File: src/rtl/seg7_capture.sv
// Recovers hex digits from a multiplexed active-low seven-segment bus and emits one word per scan.
// Optional macro SEG7CAP_BLANK_EN: pattern 7F decodes as a blank digit instead of an error.
module seg7_capture #(
   parameter int unsigned NDIGITS = 8,
   parameter int unsigned STABLE  = 4
) (
   input  logic                   clk,
   input  logic                   reset,
   input  logic [6:0]             seg_n,
   input  logic [NDIGITS-1:0]     an_n,
   output logic [4*NDIGITS-1:0]   value,
   output logic [NDIGITS-1:0]     err_mask,
   output logic [NDIGITS-1:0]     blank_mask,
   output logic                   valid,
   input  logic                   ready,
   output logic                   overrun
);

   localparam logic [7:0] StableC = 8'(STABLE);
   localparam logic [7:0] CapAt   = 8'(STABLE - 2);

   logic [6:0]           seg_q;
   logic [NDIGITS-1:0]   an_q;
   logic [7:0]           cnt_q, cnt_d;
   logic [NDIGITS-1:0]   sel, newcap, captured_q, captured_d;
   logic                 legal, same, capture, complete;
   logic [3:0]           dec_nib;
   logic                 dec_err, dec_blank;
   logic [4*NDIGITS-1:0] slot_val_q, slot_val_d;
   logic [NDIGITS-1:0]   slot_err_q, slot_err_d, slot_blank_q, slot_blank_d;

   // Counting runs on the sample being registered this edge, so the STABLE-th identical sample
   // is recognised at the same edge that registers it.
   assign sel     = ~an_n;
   assign legal   = (sel != '0) && ((sel & (sel - NDIGITS'(1))) == '0);
   assign same    = ({an_n, seg_n} == {an_q, seg_q});
   assign capture = legal && same && (cnt_q == CapAt);
   assign newcap  = capture ? sel : '0;
   assign complete = &(captured_q | newcap);

   always_comb begin
      if (!legal || !same) begin
         cnt_d = '0;
      end else if (cnt_q < StableC) begin
         cnt_d = cnt_q + 8'd1;
      end else begin
         cnt_d = cnt_q;
      end
   end

   // seg_q equals the incoming pattern whenever capture is asserted.
   always_comb begin
      dec_nib   = 4'h0;
      dec_err   = 1'b0;
      dec_blank = 1'b0;
      case (seg_q)
         7'h40: dec_nib = 4'h0;
         7'h79: dec_nib = 4'h1;
         7'h24: dec_nib = 4'h2;
         7'h30: dec_nib = 4'h3;
         7'h19: dec_nib = 4'h4;
         7'h12: dec_nib = 4'h5;
         7'h02: dec_nib = 4'h6;
         7'h78: dec_nib = 4'h7;
         7'h00: dec_nib = 4'h8;
         7'h10: dec_nib = 4'h9;
         7'h08: dec_nib = 4'hA;
         7'h03: dec_nib = 4'hB;
         7'h46: dec_nib = 4'hC;
         7'h21: dec_nib = 4'hD;
         7'h06: dec_nib = 4'hE;
         7'h0E: dec_nib = 4'hF;
`ifdef SEG7CAP_BLANK_EN
         7'h7F: dec_blank = 1'b1;
`endif
         default: dec_err = 1'b1;
      endcase
   end

   always_comb begin
      slot_val_d   = slot_val_q;
      slot_err_d   = slot_err_q;
      slot_blank_d = slot_blank_q;
      for (int unsigned i = 0; i < NDIGITS; i++) begin
         if (newcap[i]) begin
            slot_val_d[4*i +: 4] = dec_nib;
            slot_err_d[i]        = dec_err;
            slot_blank_d[i]      = dec_blank;
         end
      end
      captured_d = complete ? '0 : (captured_q | newcap);
   end

   always_ff @(posedge clk) begin
      if (reset) begin
         seg_q        <= '1;
         an_q         <= '1;
         cnt_q        <= '0;
         captured_q   <= '0;
         slot_val_q   <= '0;
         slot_err_q   <= '0;
         slot_blank_q <= '0;
      end else begin
         seg_q        <= seg_n;
         an_q         <= an_n;
         cnt_q        <= cnt_d;
         captured_q   <= captured_d;
         slot_val_q   <= slot_val_d;
         slot_err_q   <= slot_err_d;
         slot_blank_q <= slot_blank_d;
      end
   end

   always_ff @(posedge clk) begin
      if (reset) begin
         value      <= '0;
         err_mask   <= '0;
         blank_mask <= '0;
         valid      <= 1'b0;
         overrun    <= 1'b0;
      end else begin
         overrun <= 1'b0;
         if (complete && (!valid || ready)) begin
            value      <= slot_val_d;
            err_mask   <= slot_err_d;
            blank_mask <= slot_blank_d;
            valid      <= 1'b1;
         end else if (complete) begin
            overrun <= 1'b1;
         end else if (valid && ready) begin
            valid <= 1'b0;
         end
      end
   end

endmodule

File: config.mk
export PLATFORM = sky130hd
export DESIGN_NAME = seg7_capture
export DESIGN_NICKNAME = d
export VERILOG_FILES = /design/src/rtl/seg7_capture.sv
export SDC_FILE = /design/constraint.sdc
export NUM_CORES = 1
export LEC_CHECK = 0
export BUFFER_PORTS_ARGS = -buffer_cell sky130_fd_sc_hd__clkbuf_2
export CAP_MARGIN = 10
export CORE_ASPECT_RATIO = 0.6
export CORE_MARGIN = 4
export CORE_UTILIZATION = 45
export CTS_CLUSTER_SIZE = 20
export DETAILED_ROUTE_END_ITERATION = 8
export PLACE_DENSITY = 0.67
export REMOVE_ABC_BUFFERS = 1
export SETUP_SLACK_MARGIN = 0.2
export SLEW_MARGIN = 0
export SYNTH_ARGS = -nofsm -noshare
export SYNTH_HDL_FRONTEND = slang
export SYNTH_SLANG_ARGS = --single-unit
File: constraint.sdc
create_clock -name clk -period 3.68 [get_ports clk]
set_input_delay 1.104 -clock clk [delete_from_list [all_inputs] [get_ports clk]]
set_output_delay 1.104 -clock clk [all_outputs]
set_load 0.1 [all_outputs]
-- Word-level counts from Yosys, hierarchy flattened
Cells that the tools add are included.
- add/sub/neg operators: 2
- equality and inequality tests: 18
- reductions and logical operators: 20
- mux-type cells: 31
- bitwise logic cells: 3
- magnitude comparators: 1
- operators with widths (kind ; count):
    $pmux W4 S15 ; 1
    $mux W4 ; 8
    $eq A7 B7 Y1 const B ; 4
    $eq A7 B5 Y1 const B ; 3
    $eq A7 B6 Y1 const B ; 3
    $mux W1 ; 21
    $reduce_or A16 Y1 ; 1
    $eq A15 B15 Y1 ; 1
    $eq A7 B2 Y1 const B ; 2
    $eq A7 B4 Y1 const B ; 2
    $add A8 B1 Y8 const B ; 1
    $and A8 B8 Y8 ; 1
    $eq A8 B2 Y1 const B ; 1
    $logic_not A8 Y1 ; 1
    $lt A8 B3 Y1 const B ; 1
    $mux W8 ; 1
    $not A8 Y8 ; 1
    $or A8 B8 Y8 ; 1
    $reduce_and A8 Y1 ; 1
    $reduce_bool A8 Y1 ; 1
    $sub A8 B1 Y8 const B ; 1
    $eq A7 B3 Y1 const B ; 1
    $logic_not A7 Y1 ; 1
    $reduce_or A2 Y1 ; 3
    6 further kinds ; 13
- logic and storage cells: 87
- register bits after elaboration: 129

-- Depth between registers and ports, before layout
Gate-level depths: netlist of run 1.
- depth in word-level cells: 13
- depth in mapped cells: 12
- gate-level depth less buffers: 7

-- Worst setup path after synthesis of run 1
No wires, ideal clock.
- path kind: input to register
- from: input an_n[1]
- to: register value[10]
- buffers on the path: 4
- data arrival time: 3803 ps
- setup slack: -246 ps
- cell stages on the path: 11
- setup time: 123 ps
- path through: buf_2 -> xnor2_1 -> nand4_1 -> or4_1 -> buf_2 -> nor4_4 -> o22ai_2 -> nor4_4 -> buf_6 -> buf_12 -> mux2_1
- longest elaborated chain between the ends: 11
- ends and longest elaborated chain (item ; line ; RTL):
    from (decl) ; 10 ; input logic [NDIGITS-1:0] an_n,
    $not A8 Y8 ; 34 ; assign sel = ~an_n;
    $sub A8 B1 Y8 ; 35 ; assign legal = (sel != '0) && ((sel & (sel - NDIGITS'(1))) == '0);
    $and A8 B8 Y8 ; 35 ;
    $logic_not A8 Y1 ; 35 ;
    $logic_and A1 B1 Y1 ; 35 ;
    $logic_and A1 B1 Y1 (2 in a row) ; 37 ; assign capture = legal && same && (cnt_q == CapAt);
    $mux W8 * ; 38 ; assign newcap = capture ? sel : '0;
    $or A8 B8 Y8 ; 39 ; assign complete = &(captured_q | newcap);
    $reduce_and A8 Y1 ; 39 ;
    $logic_and A1 B1 Y1 ; 123 ; if (complete && (!valid || ready)) begin
    to (signal assigned) ; 124 ; value <= slot_val_d;
    to (decl) ; 11 ; output logic [4*NDIGITS-1:0] value,
Every way passes the cells marked *; elsewhere a longest branch is shown, timed or not.
A chain may end at the register's enable or synchronous reset.

-- Worst setup path in the final report of run 1
- from: input an_n[0]
- to: register value[12]
The elaborated chain is that of the path after synthesis.

==> summary.md, run 1 <==
| Metric | Value |
|---|---|
| Core area | `11520 um2` |
| Mapped Area | `5420 um2` |
| Fillers | `903` |
| Least-Margin Pin Slew | `roughly 0.93 ns` |
| CP required | `~4.0 ns` |
| Hold path cells | `1` |
| Skew final | `~0.012 ns` |
| Min-delay src | `slot_blank_q[3]` |
| Final core occ | `between 60% and 70%` |
| Hold Path Class | `reg2reg` |
| Status | `complete, no violations` |
| Vias/cell | `5.138` |
| Crit path buffers/inverters | `5` |
| Post-DRT Antenna Nets | `0` |
| Number of core rows | `30` |
| Post-Syn Instances | `roughly 510` |
| Initial Util | `47.04%` |
| Yosys cell types | `53` |
| Overall Global Routing Usage | `19.12%` |
| GPL Wtd Cong | `0.8508` |
| Overflow after GRT | `0` |
| R2R Path End | `value[12]` |
| # clock sinks | `between 100 and 150` |
| H-tree depth | `4` |
| # DRC | `0` |
| Per-cell routed wire length | `16.82 um` |
| Number of global-route vias before repair | `3969` |
| Port Buffer Count | `67` |
| Die H | `93.01 um` |
| Antenna Cells | `0` |
| Pin count of the biggest net entering global routing | `63` |
| Worst setup SP type | `primary input` |
| Total power | `3.305 mW` |
| RSZ-0062 raised after global routing | `yes` |
| DRT iter0 DRCs | `193` |
| Finish-stage setup viols | `0` |
| Hold_ws | `0.4744 ns` |
| Slowest cell delay on critical path | `0.38 ns` |
| Die span in x | `between 100 and 150 um` |
| Crit path kind | `in2reg` |
| Hold Path End | `slot_blank_q[3]` |
| First-pass GRT wire length | `20680 um` |
| Relative slew slack | `~37%` |
| Seq/Total Area, Yosys | `a little under half` |
| Power Density | `456.6 nW/um2` |
| Place WS | `-0.4384 ns` |
| Die ar. | `13920 um2` |
| Num CTS Buffers | `17` |
| HPWL after DPL | `8177 um` |
| # hold bufs at CTS | `0` |
| Final Hold Viols | `0` |
| Mean Syn Cell Area | `10.73 um2` |
| Final Max Tran Viols | `0` |
| Final WL | `13290 um` |
| Synthesized flop and latch total | `129` |
| Max clock buf depth | `2` |
| Post-layout min period | `3.579 ns` |
| Share of cells above drive strength 1 | `39.84%` |
| Via count | `4059` |
| Clock insertion delay at the later pin of the skew report | `0.41 ns` |
| Clk root buf | `clkbuf_16` |
| Worst reg2reg startpoint | `seg_q[2]` |
| Period utilisation layout | `97.25%` |
| Critical path's top delay family | `compound AO/OA/AOI/OAI gates` |
| Arrival @ worst endpoint | `3.88 ns` |
| Worst path cell trace | `clkbuf_4 > nand4b_1 > o211ai_1 > o2111ai_2 > buf_6 > o41ai_4 > nand4_1 > nor4_4 > buf_4 > buf_12 > buf_12 > mux2_2` |
| Total of max-cap violations | `0` |
| Cell depth of the worst flop-to-flop path | `11` |
| # IOs | `68` |
| Clk slew on worst S/H paths | `approximately 0.06 ns` |
| NumNets Final | `637` |
| Initial antenna violation count | `0` |
| Flop-to-flop setup slack | `around 0.27 ns` |
| Worst VDD drop | `0.0003404 V` |
| Synthesis Warnings | `0` |
| Final setup TNS | `0 ns` |
| First-pass iteration count of the detailed router | `4` |
| Pleak | `3.046 nW` |
| Area growth, synth to finish | `33.56%` |
| Critical Path Slowest Stage Cell | `o41ai_4` |
| TritonCTS clock tree | `yes` |
| Worst Setup End Kind | `register` |
| Max Fclk | `279.4 MHz` |
| CP most frequent cell | `buf_12` |
| Critical Path Fanout Max | `7` |
| Final WS setup | `between 0.1 and 0.15 ns` |
per-stage QoR:
step	area (um2)	cells
floorplan	5235	471
detailed placement	6085	737
global placement	6085	737
CTS	6977	781
finish	7239	790
global route	7239	790
worst max-delay path by stage:
stage / startpoint / to / slack, ns / depth (start not counted)
after floorplan: an_n[2] / blank_mask[0] / -1.87 / 7
after global placement: seg_n[1] / value[22] / -0.41 / 10
after detailed placement: seg_n[1] / value[11] / -0.44 / 10
after CTS: an_n[3] / value[10] / 0.19 / 12
after global routing: an_n[0] / value[15] / 0.04 / 12
final: an_n[0] / value[12] / 0.10 / 12
state kept, by name, indices dropped and copies added, names as in the netlist, 8 cells and up:
name and cells:
value 32, blank_mask 8, captured_q 8, cnt_q 8, slot_blank_q 8, err_mask 8
slot_val_q 32, an_q 8, slot_err_q 8
worst reg2reg max path, stage by stage, from the launching register on:
cell,delay [ns]
dfxtp_1,0.68
xnor2_4,0.19
nand4_1,0.14
or4_4,0.60
o41ai_2,0.31
buf_4,0.18
nand4_1,0.19
nor4_4,0.22
buf_4,0.21
buf_12,0.12
buf_12,0.12
mux2_2,0.34
cells in the mapped netlist (all sizes together):
master / count / area, um2
dfxtp: 129 / 2582
nor2b: 56 / 350.3
nor2: 51 / 191.4
mux2: 48 / 600.6
mux2i: 41 / 410.4
clkbuf: 20 / 75.07
or2: 17 / 106.4
buf: 14 / 110.1
nor4: 14 / 170.2
xnor2: 13 / 113.9
inv: 9 / 33.78
nand3b: 9 / 67.56
nor3b: 9 / 67.56
and3: 7 / 43.79
nand4: 7 / 43.79
nand2: 6 / 22.52
o41ai: 6 / 67.56
nor3: 5 / 25.02
o21ai: 5 / 25.02
or4: 4 / 30.03
xor2: 4 / 35.03
a21oi: 3 / 15.01
nand2b: 3 / 18.77
o31ai: 3 / 27.52
a31oi: 2 / 12.51
ha: 2 / 25.02
nand3: 2 / 10.01
a211o: 1 / 8.760
a211oi: 1 / 7.510
a32oi: 1 / 8.760
and2: 1 / 6.260
and3b: 1 / 8.760
nand4b: 1 / 8.760
nand4bb: 1 / 11.26
nor4bb: 1 / 10.01
o2111ai: 1 / 8.760
o211ai: 1 / 7.510
o21a: 1 / 7.510
o22a: 1 / 8.760
o22ai: 1 / 12.51
o32ai: 1 / 8.760
or3: 1 / 6.260
or3b: 1 / 8.760
power breakdown:
part	leakage [nW]	total (mW)	internal [mW]	switching (mW)
Clock	0.302	1.75	1.09	0.659
Combinational	1.70	0.129	0.0636	0.0653
Sequential	1.04	1.42	1.41	0.0179
Total	3.05	3.31	2.56	0.743
kinds of logic (layout without fill, tap and decap cells):
group	count (synthesis)	count (layout)	synth area share, %
buffers and inverters	43	168	4.040
AND/OR/NAND/NOR	197	197	22.28
AO/OA/AOI/OAI	28	28	4.178
XOR/XNOR	17	17	2.747
multiplexers	89	89	18.65
adder cells (fa/ha/maj)	2	2	0.4616
flip-flops	129	129	47.65
timing repair:
item | 4_1_cts | 5_1_grt
pin swaps | 9 | 6
setup endpoints to repair | 48 | 48
buffers inserted | 8 | 8
gates resized for setup | 20 | 37
cloned | 4 | 1
placed cells by master (no fill, tap or decap), types with 4 or more instances in the layout:
cell type	Yosys	layout
buf_4	3	45
nor2b_1	56	56
mux2i_1	41	41
clkbuf_16	0	18
nor4_2	6	7
nand3b_1	9	9
o21ai_0	5	5
mux2_4	16	22
nand2_1	6	6
clkbuf_2	0	60
inv_1	9	9
mux2_2	28	23
and3_1	7	7
nor3_1	5	4
xnor2_1	13	7
nor4_1	5	4
nand4_1	7	7
nor2_1	51	51
clkinv_4	0	4
nor3b_1	9	9
or2_2	17	17
dfxtp_1	129	129
buf_6	1	11
inv_6	0	4
layout make-up:
class                   instances  area, um2  share of cell area, %
clock buffers                  18      439.2                  6.066
clock inverters                14      177.7                  2.454
inverters                       9      33.78                 0.4666
multi-input cells             333       2824                  39.01
flip-flops and latches        129       2582                  35.67
well taps                     160      200.2                  2.765
repair buffers                127      982.2                  13.57
per-layer routing:
metal	global-route usage (%)	vias up	wire [um]
met2	27.97	102	5734
li1	-	1970	-
met3	5.278	20	816
met5	0	-	0
met4	5.708	0	134
met1	27.49	1967	6605
No activity file was read; power rests on OpenSTA's default activity.
==> run 2, diff against run 1 <==
--- a/config.mk
+++ b/config.mk
@@ -7,7 +7,6 @@
 export LEC_CHECK = 0
 export BUFFER_PORTS_ARGS = -buffer_cell sky130_fd_sc_hd__clkbuf_2
 export CAP_MARGIN = 10
-export CORE_ASPECT_RATIO = 0.6
 export CORE_MARGIN = 4
 export CORE_UTILIZATION = 45
 export CTS_CLUSTER_SIZE = 20
==> run 2 against run 1 <==
  * Flip-flop and latch count stayed put
  * Combinational power is 13% lower
  * Wire length is 7.4% lower
  * First-iteration DRC count is 5.2% higher
  * Power is 3.6% lower
  * Register-to-register slack better by 0.14 ns
==> summary.md, run 2 (same netlist as run 1, synthesis figures left out) <==
| Metric | Value |
|---|---|
| Initial Util | `46.67% (-0.36 points)` |
| H-tree depth | `4 (unchanged)` |
| Crit path kind | `in2reg` |
| # IOs | `68 (unchanged)` |
| Antenna Cells | `0 (unchanged)` |
| Die H | `117.8 um (+27%)` |
| Post-layout min period | `3.422 ns (-0.1567 ns)` |
| Vias/cell | `5.102 (-0.71%)` |
| # clock sinks | `129 (unchanged)` |
| Period utilisation layout | `92.99% (-4.3 points)` |
| Finish-stage setup viols | `0 (unchanged)` |
| Post-route cell area | `7112 um2 (-1.8%)` |
| Total power | `3.188 mW (-3.6%)` |
| RSZ-0062 raised after global routing | `yes` |
| Number of global-route vias before repair | `3922 (-1.2%)` |
| Worst VDD drop | `0.0004136 V (+22%)` |
| Cell Area, Placed | `6085 um2 (unchanged)` |
| Overflow after GRT | `0 (unchanged)` |
| Total of max-cap violations | `0 (unchanged)` |
| Final Hold Viols | `0 (unchanged)` |
| Clk root buf | `clkbuf_16` |
| Per-cell routed wire length | `16.05 um (-4.6%)` |
| TritonCTS clock tree | `yes` |
| Final setup TNS | `0 ns (unchanged)` |
| # hold bufs at CTS | `0 (unchanged)` |
| Clk slew on worst S/H paths | `0.06 ns (about the same)` |
| Via count | `3913 (-3.6%)` |
| Final Max Tran Viols | `0 (unchanged)` |
| Status | `complete, no violations` |
| GPL Wtd Cong | `0.8039 (-5.5%)` |
| Final WS setup | `0.2580 ns (+0.1567 ns)` |
| Skew final | `0.006484 ns (-0.005679 ns)` |
| Commonest non-fill, non-tap cells in the layout | `dfxtp_1 (129), clkbuf_2 (62), nor2b_1 (56)` |
| Flop-to-flop setup slack | `0.41 ns (+0.14 ns)` |
| Die span in x | `117.8 um (-21%)` |
| Die ar. | `13870 um2 (-0.41%)` |
| DRT iter0 DRCs | `203 (+5.2%)` |
| Hold_ws | `0.4732 ns (-0.001133 ns)` |
| CP required | `3.98 ns (about the same)` |
| Num CTS Buffers | `17 (unchanged)` |
| Overall Global Routing Usage | `17.30% (-1.8 points)` |
| Place WS | `-0.3502 ns (+0.08814 ns)` |
| Area growth, synth to finish | `31.21%` |
| Hold Path Class | `reg2reg` |
| Pleak | `2.996 nW (-1.6%)` |
| Number of core rows | `39 (+30%)` |
| Port Buffer Count | `67 (unchanged)` |
| First-pass GRT wire length | `19460 um (-5.9%)` |
| Initial antenna violation count | `0 (unchanged)` |
| First-pass iteration count of the detailed router | `4 (unchanged)` |
| Max clock buf depth | `2 (unchanged)` |
| HPWL after DPL | `7615 um (-6.9%)` |
| Core area | `11610 um2 (+0.78%)` |
| Pin count of the biggest net entering global routing | `70 (+11%)` |
| Most common cell after layout, fill and taps aside | `dfxtp_1` |
| Relative slew slack | `38.01% (+0.74 points)` |
| Worst Setup End Kind | `register` |
| Least-Margin Pin Slew | `0.9222 ns (-0.01096 ns)` |
| NumNets Final | `631 (-0.94%)` |
| Regs by FF count | `slot_val_q: 32 flops, value: 32 flops` |
| Post-DRT Antenna Nets | `0 (unchanged)` |
| Arrival @ worst endpoint | `3.72 ns (-0.16 ns)` |
| Worst setup SP type | `primary input` |
| Power Density | `448.2 nW/um2 (-1.8%)` |
| Fillers | `955 (+5.8%)` |
| Share of cells above drive strength 1 | `38.94% (-0.90 points)` |
| Final WL | `12310 um (-7.4%)` |
| Critical Path Fanout Max | `7 (unchanged)` |
| # DRC | `0 (unchanged)` |
| Clock insertion delay at the later pin of the skew report | `0.41 ns (about the same)` |
| Max Fclk | `292.2 MHz (+4.6%)` |
## run 2: changes by cell type in the layout (fill, tap and decap cells not counted), moves of 2 or more
cell / delta
mux2_2: -13
mux2_4: +12
buf_6: -3
xnor2_2: +3
xnor2_4: -3
buf_4: -2
clkbuf_2: +2
## run 2: final timing paths
check,start,to,cells after the start
worst max-delay path,seg_n[1],blank_mask[3],12
worst min-delay path,slot_blank_q[4],slot_blank_q[4],1
worst max register to register,seg_q[2],blank_mask[3],11
worst min register to register,slot_blank_q[4],slot_blank_q[4],1
## run 2: worst max-delay path, stage by stage
cell and delay [ns]:
buf_6 0.10, xnor2_2 0.13, nand4_1 0.12, or4_4 0.61, buf_8 0.18, o41ai_2 0.29
nand4_1 0.22, nor4_4 0.24, buf_6 0.17, buf_6 0.12, clkbuf_16 0.15, mux2_4 0.30
## run 2: metrics by stage
stage / util, % / std cells
CTS: 59.04 / 762
floorplan: - / 471
finish: 61.24 / 767
global placement: 52.39 / 722
detailed placement: 52.39 / 722
global route: 61.24 / 767
## run 2: timing repair
item	CTS	global route
pin swaps	5	13
buffers inserted	6	3
resized for setup	14	45
endpoints found under the setup margin	48	48
gates cloned	2	2
## run 2: routing by layer
metal  vias to the layer above  global-route usage (%)  routed length [um]
li1                       1955                       -                   -
met1                      1872                   22.15                5822
met2                        72                   27.74                5901
met3                        14                   5.238                 443
met4                         0                   6.007                 139
met5                         -                       0                   0
## run 2: power by group
part	internal (mW)	leakage, nW	switching, mW	total [mW]
Combinational	0.0524	1.67	0.0594	0.112
Sequential	1.41	1.04	0.0165	1.42
Clock	1.01	0.287	0.646	1.65
## run 2: layout make-up
class                   instances  area [um2]  area share, %
flip-flops and latches        129        2582          36.31
clock inverters                14       155.1          2.182
clock buffers                  18       429.2          6.034
well taps                     143       178.9          2.516
multi-input cells             333        2834          39.85
inverters                       9       33.78         0.4750
repair buffers                121       898.4          12.63
